--- config.mk ---
export PLATFORM = sky130hd
export DESIGN_NAME = pwm_demod
export DESIGN_NICKNAME = d
export VERILOG_FILES = /design/src/rtl/pwm_demod.sv
export SDC_FILE = /design/constraint.sdc
export NUM_CORES = 1
export LEC_CHECK = 0
export ABC_AREA = 1
export CAP_MARGIN = 20
export CORE_ASPECT_RATIO = 0.9
export CORE_MARGIN = 4
export CORE_UTILIZATION = 30
export DETAILED_ROUTE_END_ITERATION = 8
export PLACE_DENSITY_LB_ADDON = 0.25
export REMOVE_ABC_BUFFERS = 1
export SYNTH_ARGS = -nofsm -noshare
export SYNTH_HDL_FRONTEND = slang
export SYNTH_SLANG_ARGS = --single-unit
--- constraint.sdc ---
create_clock -name clk -period 3 [get_ports clk]
set_clock_uncertainty 0.05 [all_clocks]
set_input_delay 0.3 -clock clk [delete_from_list [all_inputs] [get_ports clk]]
set_output_delay 0.3 -clock clk [all_outputs]
set_load 0.02 [all_outputs]
--- src/rtl/pwm_demod.sv ---
// ============================================================================
// Module   : pwm_demod
// Purpose  : Recovers the duty code of a PWM input by counting high cycles per window.
// Revision : 1.0 - initial release
// ============================================================================
`default_nettype none

module pwm_demod #(
    parameter int CYCLES_PER_WINDOW = 1024,
    parameter int CODE_WIDTH        = 10
) (
    input  logic                  clk,
    input  logic                  rst_n,
    input  logic                  pwm_in,
    output logic [CODE_WIDTH-1:0] code_out,
    output logic                  code_valid,
    input  logic                  code_ready,
    output logic                  overrun
);

    localparam logic [0:0] ST_ALIGN   = 1'b0;
    localparam logic [0:0] ST_MEASURE = 1'b1;

    localparam logic [CODE_WIDTH-1:0] LAST_CNT = CODE_WIDTH'(CYCLES_PER_WINDOW - 1);
    localparam logic [CODE_WIDTH-1:0] CNT_ONE  = CODE_WIDTH'(1);
    localparam logic [CODE_WIDTH-1:0] CODE_MAX = '1;

    logic                  sync1_q, pwm_s_q, pwm_d_q;
    logic [0:0]            state_q, state_d;
    logic [CODE_WIDTH-1:0] align_cnt_q, align_cnt_d;
    logic [CODE_WIDTH-1:0] win_cnt_q, win_cnt_d;
    logic [CODE_WIDTH:0]   high_cnt_q, high_cnt_d;
    logic [CODE_WIDTH-1:0] code_q, code_d;
    logic                  valid_q, valid_d;
    logic                  overrun_q, overrun_d;

    logic                  rise;
    logic                  window_done;
    logic [CODE_WIDTH:0]   high_sum;

    assign rise        = pwm_s_q & ~pwm_d_q;
    assign window_done = (state_q == ST_MEASURE) && (win_cnt_q == LAST_CNT);
    // The final cycle of the window is counted here rather than in the counter.
    assign high_sum    = high_cnt_q + {{CODE_WIDTH{1'b0}}, pwm_s_q};

    always_comb begin
        state_d     = state_q;
        align_cnt_d = align_cnt_q;
        win_cnt_d   = win_cnt_q;
        high_cnt_d  = high_cnt_q;
        code_d      = code_q;
        valid_d     = valid_q;
        overrun_d   = overrun_q;

        if (state_q == ST_ALIGN) begin
            align_cnt_d = align_cnt_q + CNT_ONE;
            if (rise || (align_cnt_q == LAST_CNT)) begin
                state_d     = ST_MEASURE;
                align_cnt_d = '0;
                win_cnt_d   = '0;
                high_cnt_d  = '0;
            end
        end else begin
            win_cnt_d  = win_cnt_q + CNT_ONE;
            high_cnt_d = high_sum;
            if (window_done) begin
                win_cnt_d  = '0;
                high_cnt_d = '0;
                code_d     = high_sum[CODE_WIDTH] ? CODE_MAX : high_sum[CODE_WIDTH-1:0];
            end
        end

        // A completing window wins over a same-cycle accept, without flagging overrun.
        if (window_done) begin
            valid_d = 1'b1;
            if (valid_q && !code_ready) begin
                overrun_d = 1'b1;
            end
        end else if (valid_q && code_ready) begin
            valid_d = 1'b0;
        end
    end

    always_ff @(posedge clk or negedge rst_n) begin
        if (!rst_n) begin
            sync1_q     <= 1'b0;
            pwm_s_q     <= 1'b0;
            pwm_d_q     <= 1'b0;
            state_q     <= ST_ALIGN;
            align_cnt_q <= '0;
            win_cnt_q   <= '0;
            high_cnt_q  <= '0;
            code_q      <= '0;
            valid_q     <= 1'b0;
            overrun_q   <= 1'b0;
        end else begin
            sync1_q     <= pwm_in;
            pwm_s_q     <= sync1_q;
            pwm_d_q     <= pwm_s_q;
            state_q     <= state_d;
            align_cnt_q <= align_cnt_d;
            win_cnt_q   <= win_cnt_d;
            high_cnt_q  <= high_cnt_d;
            code_q      <= code_d;
            valid_q     <= valid_d;
            overrun_q   <= overrun_d;
        end
    end

    assign code_out   = code_q;
    assign code_valid = valid_q;
    assign overrun    = overrun_q;

endmodule

`default_nettype wire
Word level (Yosys, flattened, before mapping). Index checks and enable logic that the tools add are counted.

Bitwise logic cells: 2. Reduce and logical (&&, ||, !) cells: 9. Add/subtract/negate cells: 3. Equal/unequal tests: 2. Mux-type cells: 12.

Operator list (number): $mux 10 (5); $mux 11 (3); $add 10x1->10 const B (2); $eq 10x10->1 const B (2); $add 11x1->11 (1); $mux 1 (4); $reduce_and 2->1 (2); $reduce_bool 2->1 (2); $logic_and 1x1->1 (3); $and 1x1->1 (1); $logic_not 1->1 (1); $logic_or 1x1->1 (1); $not 1->1 (1).

Bits in registers: 47. Output and inout port bits: 12. Bits of input ports: 4.

Logic depth before layout (Yosys ltp).
Depth after elaboration: 5. Gate-level depth with buffers: 11. Mapped depth without buffers: 11.

Worst setup path before layout. OpenSTA, ideal clock, no wires.

Kind: register -> register. Start: reg pwm_s_q. End: reg code_q[3], in the netlist code_out[3]. Required time: 2832 ps. Path slack: 1361 ps. Clock period less this slack: 1639 ps. Arrival: 1472 ps. Stages on the path, launching flop included: 11. Cells stage by stage: dfrtp_1 ha_1 ha_1 nand3_2 nor2_2 nand3_1 nand2_1 buf_4 nand2_1 nand2_1 nand2_1.

Word-level cells in the longest chain between the ends: 2.

Ends and longest elaborated chain: from (decl) (RTL line 28) `logic sync1_q, pwm_s_q, pwm_d_q;`; from (signal assigned) (RTL line 98) `pwm_s_q <= sync1_q;`; $add 11x1->11 (RTL line 44) `assign high_sum = high_cnt_q + {{CODE_WIDTH{1'b0}}, pwm_s_q};`; $mux 10 (RTL line 69) `code_d = high_sum[CODE_WIDTH] ? CODE_MAX : high_sum[CODE_WIDTH-1:0];`; to (signal assigned) (RTL line 104) `code_q <= code_d;`; to (decl) (RTL line 33) `logic [CODE_WIDTH-1:0] code_q, code_d;`.

Every way passes these cells. A chain may end at the register's enable or synchronous reset.

Worst setup path in the final report.
Start: reg pwm_s_q. End: reg code_q[8], in the netlist code_out[8].

The elaborated chain is that of the path after synthesis.

==> out/qor.yml <==
drt:
  drtAntennaViolNets: 0
  firstDrtPassIters: 4
  viasPerCell: 4.591
  drc: 0
  drt-total-wl_um: 4736
  vias: 1809
  wl_per_cell_um: 12.02
  drt-initial-drc-count: 116
clock_tree:
  cts_setup_buffers: 0
  ctsHoldBuffers: 0
  clkSinkCount: 47
  clkTransAtPathRegs_ns: 0.08
  cts_resized: 0
  cts_tree: "yes"
  clockBufferDepth: 2
  cts_buffers: 5
  ctsHtreeMaxLevel: 2
  root_buffer: "clkbuf_8"
  clk_latency_ns: 0.30
die:
  rows: 30
  die_x_um: 101.8
  die_area_mm2: 0.009415
  die_h_um: 92.45
  ioPinCount: 16
  core_mm2: 0.007620
  initial_core_util_pct: 31.20
global_routing:
  grt_max_degree: 31
  overflow: 0
  grt_pass1_vias: 1775
  grt_first_pass_wirelength_um: 8528
  antenna_found_initial: 0
  track_usage_pct: 11.20
critical_path:
  crit_slowest_cell: "dfrtp_1"
  path_class: "reg -> reg"
  cp_top_family: "simple AND/OR/NAND/NOR gates"
  cpPeakStageDelay_ns: 0.40
  endpoint_kind: "flip-flop"
  worstPathMaxFanout: 11
  worstSetupStartpointType: "flip-flop"
  worst_ep_required_time_ns: 3.14
  path_cells: "ha_1, ha_1, nand3_2, nor2_2, nand3_1, nand2_1, nand2_1, nand2_1, nand2_1"
  critical_path_arrival_ns: 2.18
  cp_num_buf_inv: 0
  cp_common_cell: "nand2_1"
timing:
  rsz0062_at_grt: "false"
  finalSetupViolations: 0
  max_freq_ghz: 0.4907
  relSlewSlack_pct: 55.74
  hold_ws_ns: -0.02201
  tightestPinTransition_ns: 0.6638
  finalHoldViolCount: 29
  fin_tns_setup_ns: 0
  fin_crit_sh_pct: 67.93
  min_period_ns: 2.038
  finalMaxSlewViolations: 0
placement:
  dp_cells: 386
  gp_congestion: 0.7625
  place_hpwl_um: 3305
  portBuffers: 15
layout:
  nets: 305
  stdcell_count: 394
  nFillCells: 795
  syn_to_final_growth_pct: 13.95
  multi_input_area_mm2: 0.001045
  drive_gt1_share_pct: 12.75
  n_antenna_cell: 0
  seq_area_mm2: 0.001176
yosys:
  ys_ff_latch: 47
  synth_cell_types: 28
  synth_cells: 279
  yosys_warnings: 0
  synth-seq-area-share_pct: 49.47
  syn_avg_cell_area_um2: 8.521
  syn_area_mm2: 0.002377
power_and_ir_drop:
  power-per-cell-area_mw_per_mm2: 590.6
  peakVddDrop_v: 0.0001808
  p_leak_nw: 1.293
hold_path:
  worstHoldPathType: "in -> async"
status:
  violations: "hold timing"
  status: "complete, but fails checks"
job:
  max_cap_violations: 0
## layer usage
metal / wire, µm / vias to the layer above / global-route usage [%] / share of wire (%)
met5: 0 / - / 0 / 0
met4: 76 / 0 / 3.607 / 1.6
met3: 147 / 5 / 2.259 / 3.1
met2: 2090 / 21 / 16.99 / 44
met1: 2421 / 860 / 15.93 / 51
li1: - / 923 / - / -
## power breakdown
part           leakage, nW  total (mW)  switching (mW)  internal [mW]
clock               0.0515       0.418           0.207          0.211
combinational        0.626       0.341           0.199          0.142
sequential           0.616       0.841           0.106          0.735
## sequential cells by signal (all words and copies together), names as in the netlist, 10 cells and up
signal,count
high_cnt_q,11
align_cnt_q,10
win_cnt_q,10
code_out,10
## metrics by stage
stage | worst slack (ns) | hold slack [ns] | instance area [µm²] | utilization (%) | power [mW]
after floorplan | 1.336 | -0.04559 | 2328 | - | 1.105
after global placement | 1.026 | 0.3003 | 2609 | 34.24 | 1.186
after detailed placement | 0.9819 | 0.2943 | 2609 | 34.24 | 1.197
after CTS | 0.9693 | 0.0003368 | 2709 | 35.55 | 1.625
after global routing | 0.7862 | 0.04008 | 2709 | 35.55 | 1.726
final | 0.9622 | -0.02201 | 2709 | 35.55 | 1.600
## kinds of logic after synthesis
group,Yosys count,share of synthesized area [%]
flops,47,49.47
xor+xnor,14,5.158
buf+inv,34,6.579
fa+ha+maj,4,2.105
simple gates,144,27.21
compound gates,36,9.473
## Yosys cell counts
library cell / instances / area share, %
inv_4: 1 / 0.26
nand2_1: 97 / 15
nand3_1: 10 / 2.1
nand3b_1: 1 / 0.32
o21bai_1: 2 / 0.63
dfrtp_1: 47 / 49
o21ai_1: 2 / 0.42
o21bai_2: 1 / 0.47
nand3_2: 4 / 1.7
nand4_1: 3 / 0.79
nor2_4: 2 / 0.95
a21oi_1: 3 / 0.63
nor2_1: 12 / 1.9
clkbuf_1: 1 / 0.16
buf_8: 1 / 0.63
clkinv_1: 1 / 0.16
o21ai_2: 5 / 1.8
o22ai_1: 10 / 2.6
nand2_2: 12 / 3.2
buf_4: 4 / 1.3
nor2_2: 2 / 0.53
nand3b_2: 1 / 0.47
o21ai_0: 12 / 2.5
a22oi_1: 1 / 0.32
xnor2_1: 4 / 1.5
inv_1: 26 / 4.1
xor2_1: 10 / 3.7
ha_1: 4 / 2.1
## cell usage in the layout, fill, tap and decap left out
cell / netlist / final
a21oi_1: 3 / 3
nand4_1: 3 / 3
a22oi_1: 1 / 1
nand3_2: 4 / 4
inv_4: 1 / 1
clkbuf_1: 1 / 1
buf_4: 4 / 2
ha_1: 4 / 4
clkinv_1: 1 / 1
xnor2_1: 4 / 4
o21ai_1: 2 / 2
nor2_1: 12 / 12
buf_2: 0 / 1
nor2_4: 2 / 2
o21ai_0: 12 / 12
o21bai_1: 2 / 2
clkbuf_8: 0 / 7
inv_1: 26 / 26
nand3_1: 10 / 10
nand2_2: 12 / 12
nor2_2: 2 / 2
o21bai_2: 1 / 1
nand2_1: 97 / 97
clkdlybuf4s50_1: 0 / 14
o22ai_1: 10 / 10
nand3b_1: 1 / 1
o21ai_2: 5 / 5
xor2_1: 10 / 10
nand3b_2: 1 / 1
dfrtp_1: 47 / 47
## final timing paths
kind	start	to	slack, ns	cells past startpoint
max	pwm_s_q	code_out[8]	0.96	9
min	rst_n	code_out[5]	-0.02	1
max reg2reg	pwm_s_q	code_out[8]	0.96	9
min reg2reg	sync1_q	pwm_s_q	0.31	0
max in group asynchronous	rst_n	state_q	2.22	2
min in group clk	sync1_q	pwm_s_q	0.31	0
## final cells by class
class	instances	area share [%]
multi-input combinational	198	38.57
clock buffer	8	3.695
timing repair buffer	17	5.912
sequential	47	43.42
inverter	28	3.972
tap	96	4.434
Power figures use the tool's default switching activity.
